File: src/rtl/serial_sub_pkg.sv
// Shared types and helpers for the bit-serial subtractor.
// State encoding and the counter sizing function live here.
package serial_sub_pkg;

    typedef enum logic [1:0] {
        IDLE  = 2'd0,
        SHIFT = 2'd1,
        DONE  = 2'd2
    } state_t;

    // Number of bits needed to hold values 0..n-1.
    function automatic int unsigned clog2(input int unsigned n);
        int unsigned r;
        r = 0;
        for (int i = 0; i < 32; i++) begin
            if ((64'(1) << i) < 64'(n)) begin
                r = unsigned'(i) + 1;
            end
        end
        return r;
    endfunction

endpackage

File: src/rtl/full_subtractor.sv
// One-bit full subtractor: d = x - y - bin, with borrow out.
module full_subtractor (
    input  logic x,
    input  logic y,
    input  logic bin,
    output logic d,
    output logic bout
);

    assign d    = x ^ y ^ bin;
    assign bout = (~x & y) | (~(x ^ y) & bin);

endmodule

File: src/rtl/serial_subtractor.sv
// Bit-serial subtractor: diff = a - b mod 2^WIDTH, one bit per clock, LSB first.
// Define SERIAL_SUB_OVF_EN to add the signed-overflow output ovf.
module serial_subtractor
    import serial_sub_pkg::*;
#(
    parameter int unsigned WIDTH = 8
) (
    input  logic             clk,
    input  logic             rst_n,
    input  logic             start,
    input  logic [WIDTH-1:0] a,
    input  logic [WIDTH-1:0] b,
    output logic             busy,
    output logic             done,
    output logic [WIDTH-1:0] diff,
    output logic             borrow
`ifdef SERIAL_SUB_OVF_EN
    ,
    output logic             ovf
`endif
);

    localparam int unsigned CNT_W = clog2(WIDTH + 1);

    state_t             state_q, state_d;
    logic [WIDTH-1:0]   a_sr_q, a_sr_d;
    logic [WIDTH-1:0]   b_sr_q, b_sr_d;
    logic [WIDTH-1:0]   part_q, part_d;
    logic [WIDTH-1:0]   diff_q, diff_d;
    logic [CNT_W-1:0]   cnt_q, cnt_d;
    logic               brw_q, brw_d;
    logic               borrow_q, borrow_d;
    logic               busy_q, busy_d;
    logic               done_q, done_d;
`ifdef SERIAL_SUB_OVF_EN
    logic               a_msb_q, a_msb_d;
    logic               b_msb_q, b_msb_d;
    logic               ovf_q, ovf_d;
`endif

    logic fs_d;
    logic fs_bout;

    full_subtractor u_fs (
        .x    (a_sr_q[0]),
        .y    (b_sr_q[0]),
        .bin  (brw_q),
        .d    (fs_d),
        .bout (fs_bout)
    );

    // Next-state and datapath updates.
    always_comb begin
        state_d  = state_q;
        a_sr_d   = a_sr_q;
        b_sr_d   = b_sr_q;
        part_d   = part_q;
        diff_d   = diff_q;
        cnt_d    = cnt_q;
        brw_d    = brw_q;
        borrow_d = borrow_q;
        done_d   = 1'b0;
`ifdef SERIAL_SUB_OVF_EN
        a_msb_d  = a_msb_q;
        b_msb_d  = b_msb_q;
        ovf_d    = ovf_q;
`endif

        case (state_q)
            IDLE, DONE: begin
                if (start) begin
                    state_d = SHIFT;
                    a_sr_d  = a;
                    b_sr_d  = b;
                    brw_d   = 1'b0;
                    cnt_d   = '0;
`ifdef SERIAL_SUB_OVF_EN
                    a_msb_d = a[WIDTH-1];
                    b_msb_d = b[WIDTH-1];
`endif
                end else if (state_q == DONE) begin
                    state_d = IDLE;
                end
            end
            SHIFT: begin
                a_sr_d = a_sr_q >> 1;
                b_sr_d = b_sr_q >> 1;
                part_d = {fs_d, part_q[WIDTH-1:1]};
                brw_d  = fs_bout;
                cnt_d  = cnt_q + CNT_W'(1);
                // Last bit: publish the whole result on this edge only.
                if (cnt_q == CNT_W'(WIDTH - 1)) begin
                    state_d  = DONE;
                    diff_d   = part_d;
                    borrow_d = fs_bout;
                    done_d   = 1'b1;
`ifdef SERIAL_SUB_OVF_EN
                    ovf_d    = (a_msb_q != b_msb_q) && (fs_d != a_msb_q);
`endif
                end
            end
            default: begin
                state_d = IDLE;
            end
        endcase

        busy_d = (state_d == SHIFT);
    end

    // State and datapath registers.
    always_ff @(posedge clk or negedge rst_n) begin
        if (!rst_n) begin
            state_q  <= IDLE;
            a_sr_q   <= '0;
            b_sr_q   <= '0;
            part_q   <= '0;
            diff_q   <= '0;
            cnt_q    <= '0;
            brw_q    <= 1'b0;
            borrow_q <= 1'b0;
            busy_q   <= 1'b0;
            done_q   <= 1'b0;
`ifdef SERIAL_SUB_OVF_EN
            a_msb_q  <= 1'b0;
            b_msb_q  <= 1'b0;
            ovf_q    <= 1'b0;
`endif
        end else begin
            state_q  <= state_d;
            a_sr_q   <= a_sr_d;
            b_sr_q   <= b_sr_d;
            part_q   <= part_d;
            diff_q   <= diff_d;
            cnt_q    <= cnt_d;
            brw_q    <= brw_d;
            borrow_q <= borrow_d;
            busy_q   <= busy_d;
            done_q   <= done_d;
`ifdef SERIAL_SUB_OVF_EN
            a_msb_q  <= a_msb_d;
            b_msb_q  <= b_msb_d;
            ovf_q    <= ovf_d;
`endif
        end
    end

    assign busy   = busy_q;
    assign done   = done_q;
    assign diff   = diff_q;
    assign borrow = borrow_q;
`ifdef SERIAL_SUB_OVF_EN
    assign ovf    = ovf_q;
`endif

endmodule

File: config.mk
export PLATFORM = sky130hd
export DESIGN_NAME = serial_subtractor
export DESIGN_NICKNAME = d
export VERILOG_FILES = /design/src/rtl/serial_sub_pkg.sv /design/src/rtl/full_subtractor.sv /design/src/rtl/serial_subtractor.sv
export SDC_FILE = /design/constraint.sdc
export NUM_CORES = 1
export LEC_CHECK = 0
export ABC_AREA = 1
export CAP_MARGIN = 10
export CORE_UTILIZATION = 47
export CTS_CLUSTER_SIZE = 40
export DETAILED_ROUTE_END_ITERATION = 6
export PLACE_DENSITY = 0.72
export SETUP_SLACK_MARGIN = 0.3
export SYNTH_ARGS = -nofsm -noshare
export SYNTH_HDL_FRONTEND = slang
export SYNTH_SLANG_ARGS = --single-unit
File: constraint.sdc
create_clock -name clk -period 1.6 [get_ports clk]
set_input_delay 0.16 -clock clk [delete_from_list [all_inputs] [get_ports clk]]
set_output_delay 0.16 -clock clk [all_outputs]
set_load 0.1 [all_outputs]
---- Word-level counts from Yosys, hierarchy flattened ----
Cells that the tools add are included.
word-level totals
  bits in registers ....................... 42
  input port bits ......................... 19
cells by class
  eq/ne operators ......................... 5
  reduce and logical (&&, ||, !) cells .... 5
  add/sub/neg operators ................... 1
  muxes and demuxes ....................... 14
  bitwise operators ....................... 7
operator list
  operator             number
  $pmux 8 s2           2
  $mux 8               2
  $pmux 4 s2           1
  $mux 2               3
  $add 4x1->4 const B  1
  $eq 2x1->1 const B   2
  $eq 4x3->1 const B   1
  $mux 4               1
  $pmux 2 s2           1
  $reduce_and 2->1     2
  $mux 1               3
  $and 1x1->1          2
  $eq 2x2->1 const B   1
  $logic_not 2->1      1
  $ne 2x2->1 const B   1
  $not 1->1            2
  $pmux 1 s2           1
  $reduce_bool 2->1    1
  $reduce_or 2->1      1
  $xor 1x1->1          2
  $or 1x1->1           1

---- Longest topological paths before layout ----
  depth after elaboration ................. 5
  mapped depth ............................ 7

---- By module ----
A second synthesis with hierarchy kept.
unflattened totals
  cells, all modules ...................... 223
  area, all modules ....................... 1778.0 um^2
by module, submodules not included
  module             cells each  times used  area each (um^2)  seq. area each (um^2)
  serial_subtractor  219         1           1746.7            1026.0
  full_subtractor    4           1           31.3              0.0

---- Worst setup path before layout ----
Ideal clock, no wire load.
  path kind ............................... register -> register
  start ................................... reg brw_q
  end ..................................... reg diff_q[7] (netlist: diff[7])
  buffers on the path ..................... 0
  setup time .............................. 0.120 ns
  slack ................................... 0.441 ns
  clock period less this slack ............ 1.159 ns
  stages on the path, launching flop included .. 5
  required time ........................... 1.480 ns
  arrival ................................. 1.039 ns
  path through ............................ dfrtp_1 fa_1 inv_1 nand2_1 nand2_1
between the ends
  longest elaborated chain between the ends .. 1
RTL lines
  item                    line                      source
  from (decl)             serial_subtractor.sv:31   logic brw_q, brw_d;
  from (signal assigned)  serial_subtractor.sv:135  brw_q <= brw_d;
  $xor 1x1->1             full_subtractor.sv:10     assign d = x ^ y ^ bin;
  to (signal assigned)    serial_subtractor.sv:133  diff_q <= diff_d;
  to (decl)               serial_subtractor.sv:29   logic [WIDTH-1:0] diff_q, diff_d;
Every way passes these cells.
A chain may end at the register's enable or synchronous reset.

---- Worst setup path in the final report ----
  start ................................... reg cnt_q[0]
  end ..................................... reg diff_q[1] (netlist: diff[1])
between the ends
  longest elaborated chain between the ends .. 2
RTL lines
  item                               line                      source
  from (decl)                        serial_subtractor.sv:30   logic [CNT_W-1:0] cnt_q, cnt_d;
  from (signal assigned)             serial_subtractor.sv:134  cnt_q <= cnt_d;
  $eq 4x3->1                         serial_subtractor.sv:92   if (cnt_q == CNT_W'(WIDTH - 1)) begin
  $reduce_and 2->1 (no source line)  --
Every way passes these cells.

==> reports/results.ini <==
[status]
outcome = complete, no violations

[synthesis]
ys_ff_latch = 41
synth_area_sq_um = 1790
synthArstFlopShare_pct = 100
synth-seq-area-share_pct = 57.5
ys_types = 17
synth_edf_count = 0
synth_area_per_cell_sq_um = 8.04
synthCells = 222
synth_top_area_share_pct = 57.5
ys_top_cells_by_count = nand2_1, dfrtp_1, inv_1, o21ai_0
synth_most_common_cell = nand2_1
synth.largest_area_cell = dfrtp_1
synth_area_leaders = dfrtp_1, nand2_1, inv_1
synth_ff_type = dfrtp_1
yosysWarnings = 0
synth_nets = 243

[global_routing]
grt_start_max_net_pins = 23
grt_pass1_wl_um = 5550
grtUsageTotal_pct = 18.2
grt_pass1_vias = 1276
grt_overflow = 0
grt_antenna_before_repair = 0

[sta]
finalSetupViolCount = 0
rsz0062_at_grt = true
fin_skew_ps = 6.10
finalHoldViolCount = 0
maxSlewViolCount = 0
fin_crit_ps = 1220
max_slew_margin_pct = 70.0
tightest_slew_ps = 450
post-route-period-util_pct = 76.3
clock.fmax_mhz = 819
finalSetupTns_ps = 0

[worst_setup_path]
slowest_delay_ps = 400
rr_endpoint = diff[1]$_DFFE_PN0P_
rrSetupSlack_ps = 380
crit_path_end = diff[1]$_DFFE_PN0P_
regToRegStartpoint = cnt_q[0]$_DFFE_PN0P_
crit_start = cnt_q[0]$_DFFE_PN0P_
startpoint_type = flip-flop
path_cells = ha_2 -> nand2_1 -> nor2_4 -> nand2_2 -> nand2_1 -> nand2_1
crit_path_frequent_cell = nand2_1
critPathSlowestCell = dfrtp_2
worstPathArrival_ps = 1400
cp_max_fo = 5
crit_type = flip-flop to flip-flop
endpoint_kind = flip-flop
reg2reg_depth = 6
required_ps = 1780

[clocking]
ctsRootBufferMaster = clkbuf_8
cts_buffers = 5
cts_sinks = 41
cts_tree = yes
cts.path.max_buffers = 2
clkTransAtPathRegs_ps = 70
worstSkewPairLatency_ps = 290
cts.htree.levels = 2

[power]
clkPwrFrac_pct = 13.1
p_leak_nw = 1.27
ir_drop_uv = 754
power.share.switching_pct = 46.3
p_int_mw = 2.98
power_density_nw_per_um2 = 2300
power_switching_mw = 2.57
p_seq_share_pct = 34.2
p_comb_share_pct = 52.8

[route]
wire_per_inst_um = 10.4
vias = 1414
viasPerCell = 4.55
wirelength_um = 3250
dr.pass1.iters = 4
drt_drc_violations_left = 0
final_antenna_net_count = 0
drt_first_iter_violations = 66

[hold_path]
hold_class = input port to asynchronous set/reset pin

[finish]
multiInputGateArea_sq_um = 649
drive_gt1_share_pct = 16.0
area_growth_pct = 35.3
diodes = 0
fin_util_pct = 66.0
filler_cell_count = 306
fin_cells = 311
final_nets = 283
seq_area_sq_um = 1030

[placement]
placed_cells = 298
hpwlAfterDp_um = 2190
place.gp.congestion = 0.714
numPortBuffers = 29

[run]
drv_cap = 0

[die]
die_y_um = 63.6
die_w_um = 63.6
num_io_pins = 30
dieArea_sq_um = 4050
coreArea_sq_um = 3660
start_util_pct = 48.8
core.rowCount = 22

==> kinds of logic (layout without fill, tap and decap cells) <==
logic type | count (synthesis) | count (layout) | share of synthesized area [%]
and+or+nand+nor | 140 | 141 | 31.0
AOI/OAI and AO/OA | 8 | 8 | 2.24
adders and majority gates | 2 | 2 | 1.82
buffers and inverters | 31 | 71 | 7.50
DFF | 41 | 41 | 57.5
==> per-stage QoR <==
stage	power (mW)	instance area (sq um)	hold slack [ps]	worst slack (ps)
final	5.55	2420	350	379
after floorplan	3.77	1790	-136	441
after CTS	5.49	2380	365	316
after global placement	4.65	2240	134	310
after global routing	5.96	2420	393	288
after detailed placement	4.73	2240	131	256
==> state kept, by name (all words and copies together), names as in the netlist <==
| name | cells |
|---|---|
| a_sr_q | 8 |
| b_sr_q | 8 |
| borrow | 1 |
| brw_q | 1 |
| busy | 1 |
| cnt_q | 4 |
| diff | 8 |
| done | 1 |
| part_q | 7 |
| state_q | 2 |
==> per-layer routing <==
layer | GRT usage (%) | wire (um) | vias up
met5 | 0 | 0 | -
met4 | 6.82 | 51 | 0
met3 | 4.89 | 110 | 5
met2 | 31.0 | 1570 | 29
met1 | 21.8 | 1510 | 642
li1 | - | - | 738
==> cell type report <==
cell class,count,area share (%)
clock inverters,1,0.207
well taps,48,2.49
flip-flops and latches,41,42.5
clock buffers,7,3.99
repair buffers,39,20.1
multi-input cells,151,26.9
inverters,24,3.83
==> worst max-delay path: cells and delay by family, from the launching register on <==
family	cells	cell delay, ps
DFF	1	400
and+or+nand+nor	5	510
adders and majority gates	1	200
==> layout by cell type, fill, tap and decap left out <==
master,Yosys,final
dfrtp_1,41,40
nand3_2,0,1
buf_4,1,8
buf_2,5,1
inv_1,21,21
nand4_1,1,1
clkdlybuf4s50_1,0,17
dlygate4sd3_1,0,1
or2_2,1,1
nand2_1,126,125
buf_12,0,12
inv_4,0,1
a21oi_1,1,1
fa_1,1,1
nor2_2,1,1
inv_2,3,2
o21ai_0,7,7
nor2_1,5,4
nand2_2,0,2
nand3_1,4,3
ha_2,0,1
nor2_4,2,3
clkbuf_8,0,7
dfrtp_2,0,1
clkinv_2,0,1
==> power groups by stage <==
| stage | logic, mW | registers [mW] | clock network, mW |
|---|---|---|---|
| floorplan | 1.08 | 2.69 | 0 |
| global placement | 2.77 | 1.88 | 0 |
| detailed placement | 2.83 | 1.90 | 0 |
| CTS | 2.86 | 1.89 | 0.741 |
| global route | 3.19 | 1.96 | 0.798 |
| finish | 2.93 | 1.90 | 0.725 |
==> worst min path at each step <==
stage	startpoint	endpoint	slack [ps]	cells past startpoint
after floorplan	rst_n	a_sr_q[0]$_DFFE_PN0P_	-140	0
after global placement	rst_n	diff[0]$_DFFE_PN0P_	130	1
after CTS	rst_n	diff[0]$_DFFE_PN0P_	360	2
after global routing	rst_n	done$_DFF_PN0_	390	2
final	rst_n	part_q[1]$_DFFE_PN0P_	350	2
after detailed placement	rst_n	diff[0]$_DFFE_PN0P_	130	1
==> timing repair <==
action	CTS	global route
endpoints found under the setup margin	9	31
buffers inserted	1	2
resized for setup	1	8
pin swaps	1	2
gates cloned	0	1
hold endpoints to repair	19	0
hold buffers	1	0
Power figures use the tool's default switching activity.
